**config.mk**
```make
export PLATFORM = sky130hd
export DESIGN_NAME = combat_resolver
export DESIGN_NICKNAME = d
export VERILOG_FILES = /design/src/rtl/combat_resolver.sv
export SDC_FILE = /design/constraint.sdc
export NUM_CORES = 1
export LEC_CHECK = 0
export BUFFER_PORTS_ARGS = -buffer_cell sky130_fd_sc_hd__clkbuf_2
export CAP_MARGIN = 20
export CORE_ASPECT_RATIO = 1.75
export CORE_MARGIN = 2
export CORE_UTILIZATION = 55
export CTS_CLUSTER_SIZE = 40
export DETAILED_ROUTE_END_ITERATION = 6
export GPL_TIMING_DRIVEN = 1
export PLACE_DENSITY = 0.76
export SLEW_MARGIN = 20
export SYNTH_ARGS = -nofsm -noshare
export SYNTH_HDL_FRONTEND = slang
export SYNTH_SLANG_ARGS = --single-unit
```
**constraint.sdc**
```tcl
create_clock -name clk -period 4.8 [get_ports clk]
set_input_delay 0.96 -clock clk [delete_from_list [all_inputs] [get_ports clk]]
set_output_delay 0.96 -clock clk [all_outputs]
set_load 0.03 [all_outputs]
```
**src/rtl/combat_resolver.sv**
```systemverilog
// combat_resolver: per-frame two-player hit resolver.
// Each player instance resolves the opponent's attack against its own
// hurtbox, then tracks HP, stun, knockback, KO and the connect latch for
// the incoming attack. Everything advances only on SCEN frames.
module combat_resolver #(
  parameter int POS_WIDTH = 10,
  parameter int HP_MAX    = 100,
  parameter int HP_W      = 8,
  parameter int HURT_W    = 16,
  parameter int HURT_H    = 28,
  parameter int HURT_OFFX = -8,
  parameter int HURT_OFFY = -28,
  parameter int L_W       = 20,
  parameter int L_H       = 12,
  parameter int L_FWD     = 16,
  parameter int L_UP      = -16,
  parameter int H_W       = 28,
  parameter int H_H       = 14,
  parameter int H_FWD     = 16,
  parameter int H_UP      = -18,
  parameter int L_DMG     = 5,
  parameter int H_DMG     = 12,
  parameter int CHIP_DMG  = 1,
  parameter int L_STUN    = 8,
  parameter int H_STUN    = 16,
  parameter int BLK_STUN  = 4,
  parameter int L_KB_X    = 2,
  parameter int H_KB_X    = 6,
  parameter int KB_Y      = -2
) (
  input  logic                 clk,
  input  logic                 reset,
  input  logic                 SCEN,
  input  logic                 round_start,
  input  logic [POS_WIDTH-1:0] p1_x,
  input  logic [POS_WIDTH-1:0] p1_y,
  input  logic                 p1_face_right,
  input  logic                 p1_atk_active,
  input  logic                 p1_atk_heavy,
  input  logic                 p1_block,
  input  logic [POS_WIDTH-1:0] p2_x,
  input  logic [POS_WIDTH-1:0] p2_y,
  input  logic                 p2_face_right,
  input  logic                 p2_atk_active,
  input  logic                 p2_atk_heavy,
  input  logic                 p2_block,
  output logic                 p1_hit_event,
  output logic                 p1_block_event,
  output logic                 p1_stun_active,
  output logic signed [7:0]    p1_kb_dx,
  output logic signed [7:0]    p1_kb_dy,
  output logic [HP_W-1:0]      p1_hp,
  output logic                 p1_ko,
  output logic                 p2_hit_event,
  output logic                 p2_block_event,
  output logic                 p2_stun_active,
  output logic signed [7:0]    p2_kb_dx,
  output logic signed [7:0]    p2_kb_dy,
  output logic [HP_W-1:0]      p2_hp,
  output logic                 p2_ko,
  output logic                 round_over
);

  localparam int GW     = POS_WIDTH + 2;
  localparam int STUN_W = 8;

  // Attacker hitbox (class-dependent, mirrored by facing) vs defender
  // hurtbox; strict compares so edge-touching boxes do not overlap.
  function automatic logic boxes_overlap(
    input logic [POS_WIDTH-1:0] ax,
    input logic [POS_WIDTH-1:0] ay,
    input logic                 a_face,
    input logic                 a_heavy,
    input logic [POS_WIDTH-1:0] dx,
    input logic [POS_WIDTH-1:0] dy
  );
    logic signed [GW-1:0] s_ax, s_ay, s_dx, s_dy;
    logic signed [GW-1:0] fwd, bw, bh, up;
    logic signed [GW-1:0] bx0, by0, hx0, hy0;
    s_ax = $signed({2'b00, ax});
    s_ay = $signed({2'b00, ay});
    s_dx = $signed({2'b00, dx});
    s_dy = $signed({2'b00, dy});
    fwd  = a_heavy ? GW'(H_FWD) : GW'(L_FWD);
    bw   = a_heavy ? GW'(H_W)   : GW'(L_W);
    bh   = a_heavy ? GW'(H_H)   : GW'(L_H);
    up   = a_heavy ? GW'(H_UP)  : GW'(L_UP);
    bx0  = a_face ? (s_ax + fwd) : (s_ax - (fwd + bw));
    by0  = s_ay + up;
    hx0  = s_dx + GW'(HURT_OFFX);
    hy0  = s_dy + GW'(HURT_OFFY);
    return (bx0 < hx0 + GW'(HURT_W)) && (hx0 < bx0 + bw) &&
           (by0 < hy0 + GW'(HURT_H)) && (hy0 < by0 + bh);
  endfunction

  logic [2*POS_WIDTH-1:0] w_x_v;
  logic [2*POS_WIDTH-1:0] w_y_v;
  logic [1:0]             w_face_v;
  logic [1:0]             w_atk_v;
  logic [1:0]             w_heavy_v;
  logic [1:0]             w_block_v;
  logic [1:0]             w_ko_nxt_v;
  logic [1:0]             w_hit_v;
  logic [1:0]             w_blk_v;
  logic [1:0]             w_stun_v;
  logic [1:0]             w_ko_v;
  logic [2*HP_W-1:0]      w_hp_v;
  logic [15:0]            w_kb_dx_v;
  logic [15:0]            w_kb_dy_v;
  logic                   r_round_over;

  assign w_x_v     = {p2_x, p1_x};
  assign w_y_v     = {p2_y, p1_y};
  assign w_face_v  = {p2_face_right, p1_face_right};
  assign w_atk_v   = {p2_atk_active, p1_atk_active};
  assign w_heavy_v = {p2_atk_heavy, p1_atk_heavy};
  assign w_block_v = {p2_block, p1_block};

  // g is the defender, A the attacker whose hits land on g.
  for (genvar g = 0; g < 2; g++) begin : g_player
    localparam int A = 1 - g;

    logic [POS_WIDTH-1:0] w_ax, w_ay, w_dx, w_dy;
    logic                 w_land, w_guard, w_clean, w_ko_nxt;
    logic [HP_W-1:0]      w_dmg, w_hp_nxt;
    logic [STUN_W-1:0]    w_stun_nxt;
    logic signed [7:0]    w_kb_mag, w_kb_dx_nxt, w_kb_dy_nxt;
    logic                 r_conn, r_hit, r_blk, r_stun_act, r_ko;
    logic [HP_W-1:0]      r_hp;
    logic [STUN_W-1:0]    r_stun;
    logic signed [7:0]    r_kb_dx, r_kb_dy;

    assign w_ax = w_x_v[A*POS_WIDTH +: POS_WIDTH];
    assign w_ay = w_y_v[A*POS_WIDTH +: POS_WIDTH];
    assign w_dx = w_x_v[g*POS_WIDTH +: POS_WIDTH];
    assign w_dy = w_y_v[g*POS_WIDTH +: POS_WIDTH];

    // Decide whether the opponent's attack lands here and what it does.
    always_comb begin
      w_land  = w_atk_v[A] && !r_conn && !r_round_over &&
                boxes_overlap(w_ax, w_ay, w_face_v[A], w_heavy_v[A], w_dx, w_dy);
      // Equal x counts as facing the attacker.
      w_guard = w_block_v[g] && (r_stun == {STUN_W{1'b0}}) &&
                ((w_ax == w_dx) || (w_face_v[g] == (w_ax > w_dx)));
      w_clean = w_land && !w_guard;
      w_dmg   = w_guard ? HP_W'(CHIP_DMG) :
                (w_heavy_v[A] ? HP_W'(H_DMG) : HP_W'(L_DMG));
      w_kb_mag = w_heavy_v[A] ? (w_guard ? 8'(H_KB_X >>> 1) : 8'(H_KB_X))
                              : (w_guard ? 8'(L_KB_X >>> 1) : 8'(L_KB_X));
      if (w_land) begin
        w_hp_nxt    = (r_hp > w_dmg) ? (r_hp - w_dmg) : {HP_W{1'b0}};
        w_stun_nxt  = w_guard ? STUN_W'(BLK_STUN) :
                      (w_heavy_v[A] ? STUN_W'(H_STUN) : STUN_W'(L_STUN));
        w_kb_dx_nxt = w_face_v[A] ? w_kb_mag : -w_kb_mag;
        w_kb_dy_nxt = w_guard ? 8'sd0 : 8'(KB_Y);
      end else begin
        w_hp_nxt    = r_hp;
        w_stun_nxt  = (r_stun != {STUN_W{1'b0}}) ? (r_stun - STUN_W'(1)) : {STUN_W{1'b0}};
        w_kb_dx_nxt = r_kb_dx;
        w_kb_dy_nxt = r_kb_dy;
      end
      w_ko_nxt = r_ko || (w_hp_nxt == {HP_W{1'b0}});
    end

    // Per-frame state update; round restart overrides any hit this frame.
    always_ff @(posedge clk or posedge reset) begin
      if (reset) begin
        r_hp       <= HP_W'(HP_MAX);
        r_stun     <= {STUN_W{1'b0}};
        r_stun_act <= 1'b0;
        r_hit      <= 1'b0;
        r_blk      <= 1'b0;
        r_ko       <= 1'b0;
        r_conn     <= 1'b0;
        r_kb_dx    <= 8'sd0;
        r_kb_dy    <= 8'sd0;
      end else if (SCEN) begin
        if (round_start) begin
          r_hp       <= HP_W'(HP_MAX);
          r_stun     <= {STUN_W{1'b0}};
          r_stun_act <= 1'b0;
          r_hit      <= 1'b0;
          r_blk      <= 1'b0;
          r_ko       <= 1'b0;
          r_conn     <= 1'b0;
          r_kb_dx    <= 8'sd0;
          r_kb_dy    <= 8'sd0;
        end else begin
          r_hp       <= w_hp_nxt;
          r_stun     <= w_stun_nxt;
          r_stun_act <= (w_stun_nxt != {STUN_W{1'b0}});
          r_hit      <= w_clean;
          r_blk      <= w_land && w_guard;
          r_ko       <= w_ko_nxt;
          r_conn     <= w_atk_v[A] && (r_conn || w_land);
          r_kb_dx    <= w_kb_dx_nxt;
          r_kb_dy    <= w_kb_dy_nxt;
        end
      end
    end

    assign w_ko_nxt_v[g]             = w_ko_nxt;
    assign w_hit_v[g]                = r_hit;
    assign w_blk_v[g]                = r_blk;
    assign w_stun_v[g]               = r_stun_act;
    assign w_ko_v[g]                 = r_ko;
    assign w_hp_v[g*HP_W +: HP_W]    = r_hp;
    assign w_kb_dx_v[g*8 +: 8]       = r_kb_dx;
    assign w_kb_dy_v[g*8 +: 8]       = r_kb_dy;
  end

  // Round-over flag follows the KO flags and blocks further resolution.
  always_ff @(posedge clk or posedge reset) begin
    if (reset) begin
      r_round_over <= 1'b0;
    end else if (SCEN) begin
      r_round_over <= round_start ? 1'b0 : (w_ko_nxt_v != 2'b00);
    end
  end

  assign p1_hit_event   = w_hit_v[0];
  assign p1_block_event = w_blk_v[0];
  assign p1_stun_active = w_stun_v[0];
  assign p1_ko          = w_ko_v[0];
  assign p1_hp          = w_hp_v[HP_W-1:0];
  assign p1_kb_dx       = w_kb_dx_v[7:0];
  assign p1_kb_dy       = w_kb_dy_v[7:0];
  assign p2_hit_event   = w_hit_v[1];
  assign p2_block_event = w_blk_v[1];
  assign p2_stun_active = w_stun_v[1];
  assign p2_ko          = w_ko_v[1];
  assign p2_hp          = w_hp_v[2*HP_W-1:HP_W];
  assign p2_kb_dx       = w_kb_dx_v[15:8];
  assign p2_kb_dy       = w_kb_dy_v[15:8];
  assign round_over     = r_round_over;

endmodule

```
Yosys cells after proc, flatten, opt, wreduce, memory -nomap -nowiden

Index checks and enable logic that the tools add are counted.

Register bits after elaboration: 75
Input bits: 52
Output and inout bits: 57
Word-level logic and storage cells: 164

Mux-type cells: 57
Reductions and logical operators: 46
Equality and inequality tests: 4
Order comparisons: 12
Add/sub/neg operators: 26

Operators by type and width:

| kind                  | count |
|---|---|
| $mux 8                | 24 |
| $lt 12x12->1          | 8 |
| $add 12x6->12 const B | 4 |
| $logic_not 8->1       | 4 |
| $reduce_bool 8->1     | 4 |
| $mux 5                | 6 |
| $add 11x4->12 const B | 2 |
| $add 11x6->12         | 2 |
| $add 11x6->12 const B | 2 |
| $add 12x5->12         | 2 |
| $add 12x6->12         | 2 |
| $mux 12               | 2 |
| $mux 4                | 6 |
| $add 10x5->11 const B | 2 |
| $logic_and 1x1->1     | 22 |
| $sub 10x6->11         | 2 |
| $eq 10x10->1          | 2 |
| $gt 10x10->1          | 2 |
| $gt 8x4->1            | 2 |
| $neg 3->8             | 2 |
| $sub 8x1->8 const B   | 2 |
| $sub 8x4->8           | 2 |
| $add 5x5->6 const A   | 2 |
| $mux 3                | 4 |
| other kinds (7)       | 33 |

Longest topological paths before layout

Depth after elaboration: 15
Mapped depth: 21

Least setup slack after synthesis

Ideal clock, no wire load.

Path type: input to register
Start: input port p1_atk_heavy
End: register g_player[1].r_stun_act, in the netlist p2_stun_active
Setup slack: -221 ps
Cell stages on the path: 20
Setup time: 87 ps
Arrival: 4934 ps
Path buffers: 1
Cells stage by stage: inv_1 -> ha_1 -> or3_1 -> a21oi_1 -> a21oi_1 -> fa_1 -> o21ai_0 -> nor3b_1 -> nand3_1 -> xor2_1 -> ha_1 -> and3_1 -> a221o_1 -> a41oi_1 -> mux2i_1 -> a2111oi_4 -> buf_2 -> nor3b_1 -> o21ai_1 -> o211ai_1

Longest elaborated chain between the ends: 13

Ends and longest elaborated chain:

| what                            | line | source |
|---|---|---|
| from (decl)                     | 39   | `input logic p1_atk_heavy,` |
| $mux 4                          | 85   | `bw = a_heavy ? GW'(H_W) : GW'(L_W);` |
| $add 5x5->6                     | 88   | `bx0 = a_face ? (s_ax + fwd) : (s_ax - (fwd + bw));` |
| $sub 10x6->11                   | 88   |  |
| $mux 12                         | 88   |  |
| $add 12x6->12                   | 92   | `return (bx0 < hx0 + GW'(HURT_W)) && (hx0 < bx0 + bw) &&` |
| $lt 12x12->1                    | 92   |  |
| $logic_and 1x1->1 (2 in series) | 92   |  |
| $logic_and 1x1->1               | 93   | `(by0 < hy0 + GW'(HURT_H)) && (hy0 < by0 + bh);` |
| $logic_and 1x1->1               | 140  | `w_land = w_atk_v[A] && !r_conn && !r_round_over &&` |
| $mux 8 *                        | 150  | `if (w_land) begin` |
| $reduce_bool 8->1 *             | 191  | `r_stun_act <= (w_stun_nxt != {STUN_W{1'b0}});` |
| $mux 1 *                        | 178  | `if (round_start) begin` |
| to (signal assigned)            | 191  |  |
| to (decl)                       | 128  | `logic r_conn, r_hit, r_blk, r_stun_act, r_ko;` |

Mark *: on every way between the ends. The rest lies on a longest branch, timed or not.
A chain may end at the register's enable or synchronous reset.

Worst setup path in the final report

Start: input port p1_x[3]
End: register r_round_over, in the netlist round_over

Longest elaborated chain between the ends: 13

Ends and longest elaborated chain:

| what                                                  | line | source |
|---|---|---|
| from (decl)                                           | 35   | `input logic [POS_WIDTH-1:0] p1_x,` |
| $sub 10x6->11 / $add 10x5->11 (equally long branches) | 88   |  |
| $mux 12                                               | 88   |  |
| $add 12x6->12                                         | 92   |  |
| $lt 12x12->1                                          | 92   |  |
| $logic_and 1x1->1 (2 in series)                       | 92   |  |
| $logic_and 1x1->1                                     | 93   |  |
| $logic_and 1x1->1                                     | 140  |  |
| $mux 8                                                | 150  |  |
| $logic_not 8->1                                       | 162  | `w_ko_nxt = r_ko \|\| (w_hp_nxt == {HP_W{1'b0}});` |
| $logic_or 1x1->1                                      | 162  |  |
| $reduce_bool 2->1 *                                   | 217  | `r_round_over <= round_start ? 1'b0 : (w_ko_nxt_v != 2'b00);` |
| $mux 1 *                                              | 217  |  |
| to (signal assigned)                                  | 217  |  |
| to (decl)                                             | 110  | `logic r_round_over;` |

Marked as above.

==> reports/results.ini <==
[floorplan]
start_util_pct=56.1
die-area_mm2=0.0163
core_area_mm2=0.0149
fp.dieH_um=167
die_w_um=97.3
ios=109
fp-row-count=59

[critical_path]
critPathRequiredTime_ns=4.96
critPathKind=input pin to register
arrival_ns=5.19
critical_path.endpoint_type=register
start_kind=input pin
path_max_fanout=3

[global_routing]
grt_usage_pct=32.5
grt_pass1_vias=9307
grt_antenna_before_repair=1
grt_pass1_wl_mm=43.6
grt_max_degree=56
overflow=0

[layout]
nNetsFinal=1567
area_growth_pct=47.6
drive_above_1_share_pct=40.7
fillers=842

[logic_synthesis]
synthArstFlopShare_pct=100
seq_area_frac_synth_pct=16.5
synth-seq-cells=55
ys.flop_type=dfrtp_1
avgSynthCellArea_um2=8.15
synth_edf_count=0
yosysUniqueCellTypes=83
yosys_warnings=0
synth.cell_area_mm2=0.00837
netlist_instances=1027

[power_and_ir_drop]
combPwrFrac_pct=69.8
p_seq_share_pct=19.7
p_int_uw=1880
p_per_area_mw_per_mm2=296
vdd_ir_drop_max_mv=0.278
p_total_uw=3650
pwr-share-clk_pct=10.4
power.leakage_uw=0.00593
swShare_pct=48.6
power.switching_uw=1780

[timing]
post-route-period-util_pct=105
slew_violations=0
fin_skew_ns=0.00513
fin_hold_ws_ns=0.494
hold_violations=0
setup_viol=43
rsz0062_at_grt=yes
worst_slack_ns=-0.230
finalSetupTns_ns=-3.75
period_needed_ns=5.03
tightest_slew_ns=1.14
relSlewSlack_pct=23.6
fmax_mhz=199

[placed_design]
port_buffers=106
hpwlAfterDp_mm=20.9
dp_slack_ns=-0.684
globalplace.congestion=0.989

[cts]
clock_latency_ns=0.30
numCtsBuffers=5
cts_tree=done
clk_pin_slew_ns=0.08
cts.htree.levels=2
cts-root-buf=clkbuf_16
clk_path_buf_depth=2
cts-hold-fix-buffers=0
cts.sinks=55

[flow_run]
max_cap_viol_count=0

[drt]
ant_nets=0
drt-initial-drc-count=778
first_pass_iters=6
drc=0
vias=9756
wl_mm=31.4
viasPerCell=6.29
wl_per_cell_um=20.3

[min_path]
hold_path.class=register to register

[run_status]
violations=setup timing
status=finished with violations

==> critical path: stages <==
cell and delay [ns]:
clkbuf_2 0.16, ha_4 0.19, ha_4 0.27, o211ai_1 0.10, a21oi_2 0.20, nand2_2 0.11
o2bb2ai_4 0.17, xor2_2 0.19, nor3b_4 0.26, nand3_2 0.13, xor2_2 0.17, ha_1 0.31
and3_4 0.20, a221o_1 0.32, a41oi_2 0.17, mux2i_2 0.13, buf_4 0.15, a2111oi_1 0.38
buf_4 0.23, mux2i_4 0.07, a211oi_2 0.22, o21ai_1 0.09
==> area by class of cell <==
cell class | count | area [um2] | share of cell area, %
Tap cell | 183 | 229 | 1.85
Timing Repair Buffer | 375 | 2770 | 22.4
Clock inverter | 3 | 20.0 | 0.162
Clock buffer | 5 | 125 | 1.01
Inverter | 96 | 378 | 3.06
Antenna cell | 1 | 2.50 | 0.0203
Sequential cell | 55 | 1380 | 11.2
Multi-Input combinational cell | 832 | 7450 | 60.3
==> metal layers <==
layer | wire (um) | track usage [%] | share of wire, % | vias up
met4 | 2870 | 21.1 | 9.1 | 0
met2 | 16100 | 61.4 | 51 | 550
li1 | - | - | - | 4364
met3 | 1770 | 3.55 | 5.6 | 236
met5 | 0 | 0 | 0 | -
met1 | 10600 | 33.3 | 34 | 4606
==> registers in the layout, summed over array words and instances (netlist names), 2 cells and up <==
name and count:
p1_hp 8, g_player.r_stun 16, g_player.r_conn 2, p1_kb_dx 5, p2_kb_dx 5, p2_hp 8
==> final timing paths <==
check                                                    endpoint                         startpoint  slack (ns)  cells past startpoint
min in group asynchronous       g_player[1].r_stun[2]$_DFFE_PP0P_                              reset        0.85                      3
worst max-delay path                       round_over$_DFFE_PP0P_                            p1_x[3]       -0.23                     22
worst min-delay path                      p2_kb_dx[2]$_DFFE_PP0P_            p2_kb_dx[2]$_DFFE_PP0P_        0.49                      2
max in group asynchronous       g_player[1].r_stun[5]$_DFFE_PP0P_                              reset        3.49                      3
worst max register to register             round_over$_DFFE_PP0P_  g_player[1].r_stun[0]$_DFFE_PP0P_       -0.02                     18
worst min register to register            p2_kb_dx[2]$_DFFE_PP0P_            p2_kb_dx[2]$_DFFE_PP0P_        0.49                      2
==> cell families (layout without fill, tap and decap cells) <==
group                      Yosys count  count (layout)  synth area share (%)
AOI/OAI and AO/OA                  229             229                  19.1
xor gates and xnor gates           118             118                  12.3
adders and majority gates          150             150                  22.8
buffers and inverters              141             479                  7.38
DFF                                 55              55                  16.5
muxes                               19              19                  2.33
other                                1               3                0.0448
and+or+nand+nor                    314             314                  19.4
==> synth_stat cells (all sizes together), types with 25 or more instances <==
| library cell | count | share of area (%) |
|---|---|---|
| dfrtp | 49 | 15 |
| a21oi | 47 | 2.8 |
| inv | 93 | 4.2 |
| ha | 146 | 22 |
| xnor2 | 72 | 7.5 |
| xor2 | 46 | 4.8 |
| nor2 | 58 | 2.6 |
| nand2 | 80 | 3.7 |
| nor3 | 25 | 1.5 |
| nand3 | 39 | 2.3 |
| buf | 26 | 2.2 |
| o21ai | 43 | 2.6 |
==> metrics by stage <==
stage / utilization (%) / area (um2) / std cells
2_1_floorplan: - / 8510 / 1028
3_3_place_gp: 72.3 / 10800 / 1506
3_5_place_dp: 72.3 / 10800 / 1506
4_1_cts: 76.5 / 11400 / 1526
5_1_grt: 82.8 / 12400 / 1550
6_report: 82.8 / 12400 / 1550
==> power by group through the flow <==
| stage | logic, uW | clock network [uW] | registers [uW] |
|---|---|---|---|
| 4_1_cts | 2160 | 370 | 698 |
| 3_5_place_dp | 2060 | 0 | 705 |
| 6_report | 2550 | 381 | 720 |
| 5_1_grt | 2730 | 395 | 727 |
| 2_1_floorplan | 1330 | 0 | 767 |
| 3_3_place_gp | 1990 | 0 | 702 |
==> timing repair <==
action                                  in CTS  in global routing
pin swaps                                   39                 80
resized for setup                           77                154
buffers inserted                            11                 24
endpoints found under the setup margin      53                 55
cloned                                       1                  1
==> cells in the final DEF, fill, tap and decap left out, types with 6 or more instances in the layout <==
cell type and count:
nor2_1 51, a22o_1 9, buf_6 23, nor3_1 21
nor2b_1 8, xor2_1 39, nand2b_1 17, nand2_2 7
clkbuf_2 101, or3_1 11, o21ai_2 7, xnor2_1 65
inv_1 84, dfstp_2 6, ha_1 128, o21ai_1 10
nand2_1 69, inv_2 7, nor4_1 10, nand4_1 17
xnor2_2 7, a21oi_1 35, dfrtp_1 49, ha_4 14
o211ai_1 7, a21oi_2 8, o22ai_1 8, o21ai_0 24
nand3_1 33, a31oi_1 6, clkbuf_16 8, mux2i_1 10
a21o_1 20, buf_4 239
No activity file was read; power rests on OpenSTA's default activity.
